<file path="config.mk">
export PLATFORM = sky130hd
export DESIGN_NAME = layer2_neuron_scheduler
export DESIGN_NICKNAME = d
export VERILOG_FILES = /design/src/rtl/layer2_sched_pkg.sv /design/src/rtl/lif_update.sv /design/src/rtl/layer2_neuron_scheduler.sv
export SDC_FILE = /design/constraint.sdc
export NUM_CORES = 1
export LEC_CHECK = 0
export BUFFER_PORTS_ARGS = -buffer_cell sky130_fd_sc_hd__clkbuf_2
export CORE_AREA = 10 10 185 187
export DETAILED_ROUTE_END_ITERATION = 8
export DIE_AREA = 0 0 195 197
export PLACE_DENSITY_LB_ADDON = 0.3
export SYNTH_ARGS = -nofsm -noshare
export SYNTH_HDL_FRONTEND = slang
export SYNTH_SLANG_ARGS = --single-unit
</file>
<file path="constraint.sdc">
create_clock -name clk -period 7.55 [get_ports clk]
set_input_delay 1.8875 -clock clk [delete_from_list [all_inputs] [get_ports clk]]
set_output_delay 1.8875 -clock clk [all_outputs]
set_load 0.05 [all_outputs]
</file>
<file path="src/rtl/layer2_sched_pkg.sv">
// Shared types and helpers for the layer-2 neuron scheduler: FSM state encoding,
// default sizing constants and the saturating add used by the membrane update.
package layer2_sched_pkg;

    localparam int N_DEF      = 10;
    localparam int VWIDTH_DEF = 12;
    localparam int THRESH_DEF = 64;

    typedef enum logic [1:0] {
        ST_IDLE = 2'd0,
        ST_ADDR = 2'd1,
        ST_ACC  = 2'd2,
        ST_DONE = 2'd3
    } sched_state_e;

    // Operands must already lie inside the vw-bit signed range; result is clamped to it.
    function automatic logic signed [31:0] sat_add(input logic signed [31:0] a,
                                                   input logic signed [31:0] b,
                                                   input int vw);
        logic signed [32:0] sum;
        logic signed [32:0] hi;
        logic signed [32:0] lo;
        sum = {a[31], a} + {b[31], b};
        hi  = (33'sd1 <<< (vw - 1)) - 33'sd1;
        lo  = -(33'sd1 <<< (vw - 1));
        if (sum > hi)
            sat_add = hi[31:0];
        else if (sum < lo)
            sat_add = lo[31:0];
        else
            sat_add = sum[31:0];
    endfunction

endpackage

</file>
<file path="src/rtl/lif_update.sv">
// Combinational membrane update for one neuron: saturating integrate, threshold compare.
// Define L2_LEAK_EN to apply an arithmetic-shift leak to the base potential first.
module lif_update
    import layer2_sched_pkg::*;
#(
    parameter int VWIDTH     = VWIDTH_DEF,
    parameter int LEAK_SHIFT = 3
) (
    input  logic signed [VWIDTH-1:0] v,
    input  logic signed [7:0]        mac_out,
    input  logic signed [VWIDTH-1:0] thresh,
    output logic signed [VWIDTH-1:0] v_next,
    output logic                     fire
);

    logic signed [VWIDTH-1:0] v_base;
    logic signed [31:0]       base_w;
    logic signed [31:0]       mac_w;
    logic signed [VWIDTH-1:0] v_sat;

`ifdef L2_LEAK_EN
    assign v_base = v - (v >>> LEAK_SHIFT);
`else
    assign v_base = v;
`endif

    assign base_w = {{(32-VWIDTH){v_base[VWIDTH-1]}}, v_base};
    assign mac_w  = {{24{mac_out[7]}}, mac_out};
    assign v_sat  = VWIDTH'(sat_add(base_w, mac_w, VWIDTH));
    assign fire   = (v_sat >= thresh);
    assign v_next = fire ? '0 : v_sat;

endmodule

</file>
<file path="src/rtl/layer2_neuron_scheduler.sv">
// Time-multiplexes one layer-2 MAC across N neurons, integrating each result into a
// per-neuron membrane register. Leak behaviour is selected by L2_LEAK_EN (see lif_update).
//
// state | meaning
// IDLE  | wait for start; clear zeroes potentials
// ADDR  | present neuron idx to the parameter ROM
// ACC   | ROM data valid, integrate mac_out into v[idx]
// DONE  | spikes_out valid, done pulse
module layer2_neuron_scheduler
    import layer2_sched_pkg::*;
#(
    parameter int S          = 25,
    parameter int WIDTH      = 8,
    parameter int N          = N_DEF,
    parameter int ADDR_W     = 4,
    parameter int VWIDTH     = VWIDTH_DEF,
    parameter int THRESH     = THRESH_DEF,
    parameter int LEAK_SHIFT = 3
) (
    input  logic                  clk,
    input  logic                  rst,
    input  logic                  start,
    input  logic                  clear,
    input  logic [S-1:0]          spikes_in,
    output logic                  busy,
    output logic                  done,
    output logic [ADDR_W-1:0]     rom_addr,
    input  logic [S*WIDTH+7:0]    rom_data,
    output logic [S-1:0]          mac_pixels,
    output logic [S*WIDTH-1:0]    mac_weights,
    output logic [7:0]            mac_bias,
    input  logic signed [7:0]     mac_out,
    output logic [N-1:0]          spikes_out
);

    localparam logic [1:0] IDLE = 2'(ST_IDLE);
    localparam logic [1:0] ADDR = 2'(ST_ADDR);
    localparam logic [1:0] ACC  = 2'(ST_ACC);
    localparam logic [1:0] DONE = 2'(ST_DONE);

    localparam logic signed [VWIDTH-1:0] THRESH_V = VWIDTH'(THRESH);
    localparam logic [ADDR_W-1:0]        LAST_IDX = ADDR_W'(N - 1);

    logic [1:0]               state;
    logic [ADDR_W-1:0]        idx;
    logic [S-1:0]             pix_q;
    logic [N-1:0]             shadow;
    logic [N-1:0]             shadow_upd;
    logic signed [VWIDTH-1:0] v_mem [N];
    logic signed [VWIDTH-1:0] v_next;
    logic                     fire;

    lif_update #(
        .VWIDTH     (VWIDTH),
        .LEAK_SHIFT (LEAK_SHIFT)
    ) u_lif (
        .v       (v_mem[idx]),
        .mac_out (mac_out),
        .thresh  (THRESH_V),
        .v_next  (v_next),
        .fire    (fire)
    );

    // Includes the current neuron's fire so spikes_out is complete on entry to DONE.
    always_comb begin
        shadow_upd = shadow;
        if (fire)
            shadow_upd[idx] = 1'b1;
    end

    always_ff @(posedge clk or posedge rst) begin
        if (rst) begin
            state      <= IDLE;
            idx        <= '0;
            pix_q      <= '0;
            shadow     <= '0;
            spikes_out <= '0;
            for (int i = 0; i < N; i++)
                v_mem[i] <= '0;
        end else begin
            case (state)
                IDLE: begin
                    if (clear) begin
                        for (int i = 0; i < N; i++)
                            v_mem[i] <= '0;
                    end
                    if (start) begin
                        pix_q  <= spikes_in;
                        idx    <= '0;
                        shadow <= '0;
                        state  <= ADDR;
                    end
                end
                ADDR: state <= ACC;
                ACC: begin
                    v_mem[idx] <= v_next;
                    shadow     <= shadow_upd;
                    if (idx == LAST_IDX) begin
                        spikes_out <= shadow_upd;
                        state      <= DONE;
                    end else begin
                        idx   <= idx + 1'b1;
                        state <= ADDR;
                    end
                end
                DONE:    state <= IDLE;
                default: state <= IDLE;
            endcase
        end
    end

    assign busy        = (state != IDLE);
    assign done        = (state == DONE);
    assign rom_addr    = idx;
    assign mac_pixels  = pix_q;
    assign mac_weights = rom_data[S*WIDTH-1:0];
    assign mac_bias    = rom_data[S*WIDTH +: 8];

endmodule

</file>
==> results_dict.tcl, run 1 <==
set metrics [dict create \
    status "finished, final reports clean" \
    whs_ns 0.482 \
    period_share_pct 68.4 \
    cts.repair.resized 0 \
    wirelength_um 28000 \
    worstSetupPathType "reg2reg" \
    finalCriticalPeriod_ns 5.16 \
    antenna_found_initial 0 \
    ys_seq_area_share_pct 44.2 \
    cts_buffer_depth 2 \
    grt_pass1_wl_um 41900 \
    finalHoldViolations 0 \
    max-slew-margin-rel_pct 23.1 \
    syn_nets 1223 \
    synth.avg_cell_area_um2 10.1 \
    worst_pin_slew_ns 1.15 \
    die_w_um 195 \
    track_usage_pct 14.1 \
    ys_warn_count 0 \
    cts_setup_buffers 0 \
    htreeDepth 4 \
    peakVddDrop_v 0.000259 \
    yosysUniqueCellTypes 50 \
    final_cell_mix "dfrtp_1 (170), o21ai_0 (133), nand3_1 (126)" \
    total_power_mw 4.40 \
    viasPerCell 5.28 \
    power_density_nw_per_um2 462 \
    finalClockSkew_ns 0.0111 \
    r2r-end "v_mem[13]" \
    core.rowCount 64 \
    drt_pre_antenna_iters 5 \
    rsz0062_at_grt "no" \
    worstPathMaxFanout 18 \
    finalSetupViolCount 0 \
    die_h_um 197 \
    layout.nets 1064 \
    wl_per_cell_um 23.1 \
    synthArstFlopShare_pct 100 \
    syn_area_um2 9690 \
    grt_pass1_vias 6405 \
    post-route-util_pct 31.3 \
    r2r_start "rom_addr[0]" \
    drv_cap 0 \
    place_congestion 0.828 \
    io_pins 494 \
    start_util_pct 31.8 \
    antenna_cells 0 \
    root_buffer "clkbuf_16" \
    setup-tns-final_ns 0 \
    cp-end-kind "flip-flop" \
    clock_sinks 171 \
    grt_max_degree 105 \
    required_ns 7.89 \
    areaGrowthSynthToFinish_pct -1.87 \
    fmax_mhz 194 \
    maxSlewViolCount 0 \
    syn_inst 961 \
    reg2reg_depth 12 \
    critPathCapture "v_mem[13]" \
    drtIter0Drc 456 \
    worstPathArrival_ns 5.50 \
    dpl.hpwl_um 19300 \
    core_area_um2 30400 \
    worstHoldPathType "reg2reg" \
    clkLatencyLatePin_ns 0.43 \
    ant_nets 0 \
    fp.dieArea_um2 38400 \
    cts_tree "done" \
    cts_hold_buf 0 \
    start_kind "flip-flop" \
    synth_seq_cells 171 \
    cts_inserted_buffers 17 \
    synth_ff_type "dfrtp_1" \
    drive_gt1_share_pct 24.2 \
    synth_edf_count 0 \
    remaining_drc_errors 0 \
    vias 6393 \
    final_common_cell "dfrtp_1" \
    reg2reg_slack_ns 2.39 \
    clk_pin_slew_worst_paths_ns 0.08 \
    power_leakage_nw 4.13 \
    portBuffers 77 \
    crit_start "rom_addr[0]" \
    grt.overflow.total 0 \
]
==> registers in the layout, summed over array words and instances (netlist names) <==
signal,flops
state,2
shadow,10
v_mem,120
mac_pixels,25
rom_addr,4
spikes_out,10
==> critical path, cell delays in order (launching register included) <==
cell and delay [ns]:
dfrtp_2 0.62, buf_4 0.42, mux4_2 0.56, a221oi_1 0.30, a21oi_1 0.13, ha_1 0.41, nand3_1 0.10, nor3_1 0.45
o31ai_1 0.17, a2111oi_0 0.45, nor4b_4 0.68, a31oi_1 0.49, o21ai_0 0.29
==> how the worst min path moves through the flow <==
stage	from	endpoint	cells after the start
finish	shadow[2]	shadow[2]	2
global route	shadow[8]	shadow[8]	2
CTS	shadow[1]	shadow[1]	2
detailed placement	shadow[1]	shadow[1]	2
global placement	shadow[8]	shadow[8]	2
floorplan	shadow[0]	shadow[0]	2
==> power breakdown <==
group	switching, mW	total [mW]	internal [mW]
Clock	0.423	0.931	0.508
Combinational	1.52	2.21	0.694
Sequential	0.143	1.25	1.11
Total	2.09	4.40	2.31
==> cells in the mapped netlist (5+ instances only) <==
master,count,area (um^2)
a21oi_1,25,125
a221oi_1,12,105
dfrtp_1,171,4280
o21ai_0,133,666
nand2_1,40,150
buf_4,209,1570
mux2_2,45,507
ha_1,16,200
a31oi_1,5,31.3
nor3_1,7,35.0
nand3_1,126,631
inv_1,7,26.3
nor2_1,17,63.8
nor3b_1,8,60.1
mux4_2,24,541
or3_1,5,31.3
buf_1,6,22.5
xnor2_1,7,61.3
clkbuf_1,46,173
==> layout make-up <==
class | count | area (um^2)
Tap cell | 396 | 495
Fill cell | 3135 | 20900
Clock buffer | 17 | 425
Clock inverter | 15 | 199
Inverter | 8 | 35.0
Timing Repair Buffer | 88 | 468
Sequential cell | 171 | 4280
Multi-Input combinational cell | 516 | 3610
==> routing by layer <==
| layer | track usage (%) | vias to the layer above | wire, um |
|---|---|---|---|
| met3 | 5.26 | 82 | 2340 |
| met5 | 0.892 | - | 46 |
| met4 | 6.90 | 2 | 1160 |
| met1 | 14.8 | 3168 | 9990 |
| met2 | 24.4 | 277 | 14400 |
| li1 | - | 2864 | - |
==> kinds of logic after synthesis <==
family | after synthesis | share of synthesized area, %
xor+xnor | 10 | 0.904
mux | 70 | 10.9
fa+ha+maj | 17 | 2.27
compound gates | 204 | 12.0
simple gates | 215 | 11.0
buf+inv | 274 | 18.8
flops | 171 | 44.2
==> stage by stage <==
stage	setup slack [ns]	std cells	area (um^2)
global placement	2.38	1179	8880
detailed placement	2.28	1179	8880
floorplan	1.03	961	9690
CTS	2.37	1211	9510
global route	1.83	1211	9510
finish	2.39	1211	9510
(Power assumes the default switching activity.)
==> inputs of run 2 (changes only) <==
==> constraint.sdc (replaced) <==
create_clock -name clk -period 5.2 [get_ports clk]
set_input_delay 1.3 -clock clk [delete_from_list [all_inputs] [get_ports clk]]
set_output_delay 1.3 -clock clk [all_outputs]
set_load 0.05 [all_outputs]
==> results_dict.tcl, run 2 (synthesis gave the netlist of run 1 again) <==
set metrics [dict create \
    status "finished, final reports clean" \
    worstPathBufferInverterCount 1 \
    remaining_drc_errors 0 \
    drv_cap 0 \
    die_w_um 195 \
    place_congestion 0.837 \
    areaGrowthSynthToFinish_pct -1.21 \
    start_kind "flip-flop" \
    setup-tns-final_ns 0 \
    core.rowCount 64 \
    start_util_pct 31.8 \
    required_ns 5.45 \
    cts_setup_buffers 0 \
    cts_buffer_depth 2 \
    regMostFlops "v_mem" \
    finalSetupViolCount 0 \
    layout.nets 1072 \
    period_share_pct 91.3 \
    cts_inserted_buffers 17 \
    power_leakage_nw 4.16 \
    grt.overflow.total 0 \
    grt_pass1_vias 6573 \
    final_common_cell "dfrtp_1" \
    dpl.hpwl_um 19300 \
    place_area_um2 8970 \
    critical_path.top_delay_family "compound AO/OA/AOI/OAI gates" \
    max_stage_delay_ns 0.69 \
    antenna_cells 0 \
    largest_register_ffs 120 \
    crit_slowest_cell "a31oi_1" \
    worstPathArrival_ns 5.00 \
    track_usage_pct 14.2 \
    worstPathMaxFanout 15 \
    cp-end-kind "flip-flop" \
    io_pins 494 \
    viasPerCell 5.22 \
    drive_gt1_share_pct 24.9 \
    fmax_mhz 211 \
    maxSlewViolCount 0 \
    portBuffers 77 \
    worstSetupPathType "reg2reg" \
    clkLatencyLatePin_ns 0.43 \
    fp.dieArea_um2 38400 \
    clk_pin_slew_worst_paths_ns 0.07 \
    drtIter0Drc 489 \
    ant_nets 0 \
    max-slew-margin-rel_pct 23.9 \
    whs_ns 0.481 \
    path_cells "buf_4 > mux4_2 > a221oi_1 > a21oi_1 > ha_1 > nand2_1 > or3_1 > a211oi_1 > a2bb2oi_2 > nor3b_1 > a31oi_1 > o21ai_0" \
    peakVddDrop_v 0.000304 \
    grt_pass1_wl_um 42300 \
    rsz0062_at_grt "no" \
    cts_tree "done" \
    worstHoldPathType "reg2reg" \
    wirelength_um 28200 \
    hp-start "shadow[5]" \
    fin_area_um2 9570 \
    wl_per_cell_um 23.1 \
    die_h_um 197 \
    drt_pre_antenna_iters 6 \
    root_buffer "clkbuf_16" \
    fillerInstances 3118 \
    core_area_um2 30400 \
    total_power_mw 6.47 \
    finalClockSkew_ns 0.0164 \
    power_density_nw_per_um2 676 \
    grt_max_degree 172 \
    final_cell_mix "dfrtp_1 (170), o21ai_0 (133), nand3_1 (126)" \
    crit_start "rom_addr[0]" \
    htreeDepth 4 \
    worst_pin_slew_ns 1.14 \
    finalHoldViolations 0 \
    clock_sinks 171 \
    antenna_found_initial 0 \
    vias 6363 \
    r2r_start "rom_addr[0]" \
    finalCriticalPeriod_ns 4.75 \
]
[run 2: cell types whose count changed in the layout (fill, tap and decap cells not counted), sizes merged]
cell	change
buf	+8
clkinv	-6
inv	+3
clkinvlp	+2
[run 2: path summary, 6_finish.rpt]
| check | cells past startpoint | endpoint | slack [ns] |
|---|---|---|---|
| max | 12 | v_mem[88] | 0.45 |
| min reg2reg | 2 | shadow[5] | 0.48 |
| max in group asynchronous | 3 | mac_pixels[5] | 3.35 |
| min in group asynchronous | 3 | mac_pixels[24] | 1.10 |
| min | 2 | shadow[5] | 0.48 |
| max reg2reg | 12 | v_mem[88] | 0.45 |
[run 2: final cells by class]
cell class | count | area, um^2 | area share [%]
inverters | 8 | 33.8 | 0.353
clock buffers | 17 | 425 | 4.44
multi-input cells | 516 | 3610 | 37.7
repair buffers | 96 | 553 | 5.78
clock inverters | 14 | 174 | 1.82
well taps | 396 | 495 | 5.18
flip-flops and latches | 171 | 4280 | 44.7
[run 2: stage by stage]
stage	setup slack [ns]	utilization (%)	instances
2_1_floorplan	0.511	-	961
3_3_place_gp	0.486	29.5	1187
3_5_place_dp	0.432	29.5	1187
4_1_cts	0.375	31.4	1218
5_1_grt	0.0165	31.5	1218
6_report	0.454	31.5	1218
[run 2: timing repair]
action / 4_1_cts / 5_1_grt
resized for setup: 0 / 1
endpoints found under the setup margin: 0 / 1
hold buffers: 0 / 0
[run 2: power breakdown]
| group | total (mW) | internal (mW) | switching [mW] |
|---|---|---|---|
| Clock | 1.31 | 0.730 | 0.584 |
| Combinational | 3.34 | 1.09 | 2.25 |
| Sequential | 1.82 | 1.61 | 0.206 |
| Total | 6.47 | 3.43 | 3.04 |
[run 2: layer usage]
| metal | track usage (%) | routed length, um |
|---|---|---|
| met5 | 0.764 | 41 |
| met4 | 6.28 | 966 |
| met3 | 5.60 | 2540 |
| met2 | 25.4 | 14800 |
| met1 | 14.4 | 9790 |
[run 2: worst min-delay path, stage by stage (launching register included)]
cell and delay, ns:
dfrtp_1 0.34, nand2_1 0.05, o21ai_0 0.06
==> inputs of run 3 (changes only) <==
--- a/config.mk
+++ b/config.mk
@@ -12,4 +12,5 @@
 export PLACE_DENSITY_LB_ADDON = 0.3
 export SYNTH_ARGS = -nofsm -noshare
 export SYNTH_HDL_FRONTEND = slang
+export SYNTH_HIERARCHICAL = 1
 export SYNTH_SLANG_ARGS = --single-unit
==> results_dict.tcl, run 3 <==
set metrics [dict create \
    status "finished, final reports clean" \
    cts_tree "done" \
    cp-end-kind "flip-flop" \
    vias 7750 \
    drtIter0Drc 585 \
    core.rowCount 64 \
    worstSetupPathType "reg2reg" \
    grt_pass1_wl_um 45300 \
    cts_hold_buf 0 \
    power_leakage_nw 5.17 \
    regMostFlops "v_mem" \
    fillerInstances 3047 \
    fp.dieArea_um2 38400 \
    ys_warn_count 6 \
    grt.overflow.total 0 \
    synth_seq_cells 171 \
    htreeDepth 4 \
    layout.nets 1330 \
    viasPerCell 5.30 \
    finalSetupViolCount 0 \
    fmax_mhz 198 \
    fin_area_um2 11700 \
    io_pins 494 \
    ant_nets 0 \
    grt_pass1_vias 7765 \
    clkLatencyLatePin_ns 0.44 \
    dp.cells 1416 \
    dpl.hpwl_um 20400 \
    power_density_nw_per_um2 852 \
    finalClockSkew_ns 0.0135 \
    die_h_um 197 \
    grt_max_degree 172 \
    clock_sinks 171 \
    synth_ff_type "dfrtp_1" \
    start_util_pct 35.0 \
    final_cell_mix "dfrtp_1 (168), nand2_1 (152), o21ai_0 (82)" \
    portBuffers 77 \
    root_buffer "clkbuf_16" \
    layout.cells.non_filler 1463 \
    place_area_um2 10400 \
    synthArstFlopShare_pct 100 \
    track_usage_pct 14.8 \
    finalCriticalPeriod_ns 5.06 \
    core_area_um2 30400 \
    cts_inserted_buffers 17 \
    yosys-top-cells-area "dfrtp_1 (40%), buf_4 (16%), nand2_1 (5.8%)" \
    syn_area_um2 10600 \
    final_common_cell "dfrtp_1" \
    synthMostInstantiatedCell "buf_4" \
    drt_pre_antenna_iters 5 \
    clk_pin_slew_worst_paths_ns 0.07 \
    cts_buffer_depth 2 \
    synthTopCellsByCount "buf_4 (222), dfrtp_1 (171), nand2_1 (164)" \
    max-slew-margin-rel_pct 19.7 \
    wl_per_cell_um 20.6 \
    worstHoldPathType "reg2reg" \
    die_w_um 195 \
    drv_cap 0 \
    total_power_mw 9.96 \
    areaGrowthSynthToFinish_pct 9.80 \
    remaining_drc_errors 0 \
    synth.avg_cell_area_um2 9.53 \
    synth_edf_count 0 \
    place_congestion 0.849 \
    antenna_cells 0 \
    required_ns 5.52 \
    yosysUniqueCellTypes 73 \
    finalHoldViolations 0 \
    maxSlewViolCount 0 \
    synth_top_area_share_pct 40.2 \
    worstPathMaxFanout 6 \
    wirelength_um 30200 \
    start_kind "flip-flop" \
    worst_pin_slew_ns 1.20 \
    period_share_pct 97.3 \
    rsz0062_at_grt "yes" \
    drive_gt1_share_pct 32.2 \
    ys_seq_area_share_pct 40.2 \
    synth_area_leader_cell "dfrtp_1" \
    syn_inst 1117 \
    worstPathArrival_ns 5.38 \
    peakVddDrop_v 0.000387 \
    antenna_found_initial 0 \
    largest_register_ffs 120 \
]
run 3: what timing repair did:
item                                    in CTS  in global routing
gates cloned                                 1                  4
resized for setup                           18                122
endpoints found under the setup margin     100                136
pin swaps                                    0                 33
endpoints found under the hold margin        0                  0
setup buffers                                4                  6
run 3: final timing paths:
path / to / cells past startpoint / slack, ns / startpoint
setup / recovery: v_mem[71] / 25 / 0.14 / rom_addr[0]
hold / removal: spikes_out[0] / 2 / 0.48 / spikes_out[0]
setup reg to reg: v_mem[71] / 25 / 0.14 / rom_addr[0]
hold reg to reg: spikes_out[0] / 2 / 0.48 / spikes_out[0]
max in group asynchronous: rom_addr[0] / 3 / 3.24 / rst
min in group asynchronous: mac_pixels[12] / 3 / 0.98 / rst
run 3: final cells by class:
type | count | area [um^2] | share of cell area [%]
clock inverters | 12 | 128 | 1.09
clock buffers | 20 | 447 | 3.82
inverters | 23 | 90.1 | 0.771
repair buffers | 171 | 1210 | 10.4
flip-flops and latches | 171 | 4290 | 36.7
well taps | 396 | 495 | 4.24
multi-input cells | 670 | 5030 | 43.1
run 3: routing by layer:
layer,track usage (%),wire length (um),vias up
li1,-,-,3544
met1,18.3,12600,3804
met2,22.5,13900,285
met3,5.01,2380,117
met4,7.75,1270,0
met5,0,0,-
run 3: worst max-delay path: stages, from the launching register on:
cell and delay [ns]:
dfrtp_4 0.54, buf_12 0.16, mux2i_1 0.21, a22oi_1 0.10, nand2_1 0.15, o22ai_4 0.12
buf_4 0.16, fa_1 0.42, a21o_1 0.25, a21oi_4 0.18, buf_4 0.15, o221ai_1 0.15
a21oi_2 0.22, xnor2_2 0.11, o21ai_1 0.18, nand3_1 0.13, ha_1 0.29, o21ai_1 0.07
nor4b_4 0.14, a21oi_2 0.18, nand2_1 0.11, o21ai_2 0.20, buf_6 0.17, nor2_1 0.08
and3_1 0.21, a32o_1 0.25
run 3: power by group:
group	total, mW	switching [mW]	internal [mW]
registers	1.78	0.183	1.60
logic	6.93	4.16	2.77
clock network	1.25	0.563	0.687
run 3: through the flow:
stage / hold slack [ns] / TNS (ns) / util [%] / setup WS [ns]
floorplan: 0.447 / 0 / - / 0.0685
global placement: 0.459 / -6.59 / 34.0 / -0.244
detailed placement: 0.465 / -13.02 / 34.0 / -0.314
CTS: 0.480 / 0 / 36.3 / 0.00146
global route: 0.501 / -0.470 / 38.4 / -0.0623
finish: 0.477 / 0 / 38.4 / 0.141
run 3: logic make-up after synthesis:
family | Yosys count | share of synthesized area (%)
other | 2 | 0.0705
and+or+nand+nor | 255 | 11.0
adders and majority gates | 31 | 3.71
DFF | 171 | 40.2
buffers and inverters | 289 | 18.6
muxes | 87 | 8.48
xor gates and xnor gates | 10 | 0.823
AOI/OAI and AO/OA | 272 | 17.1
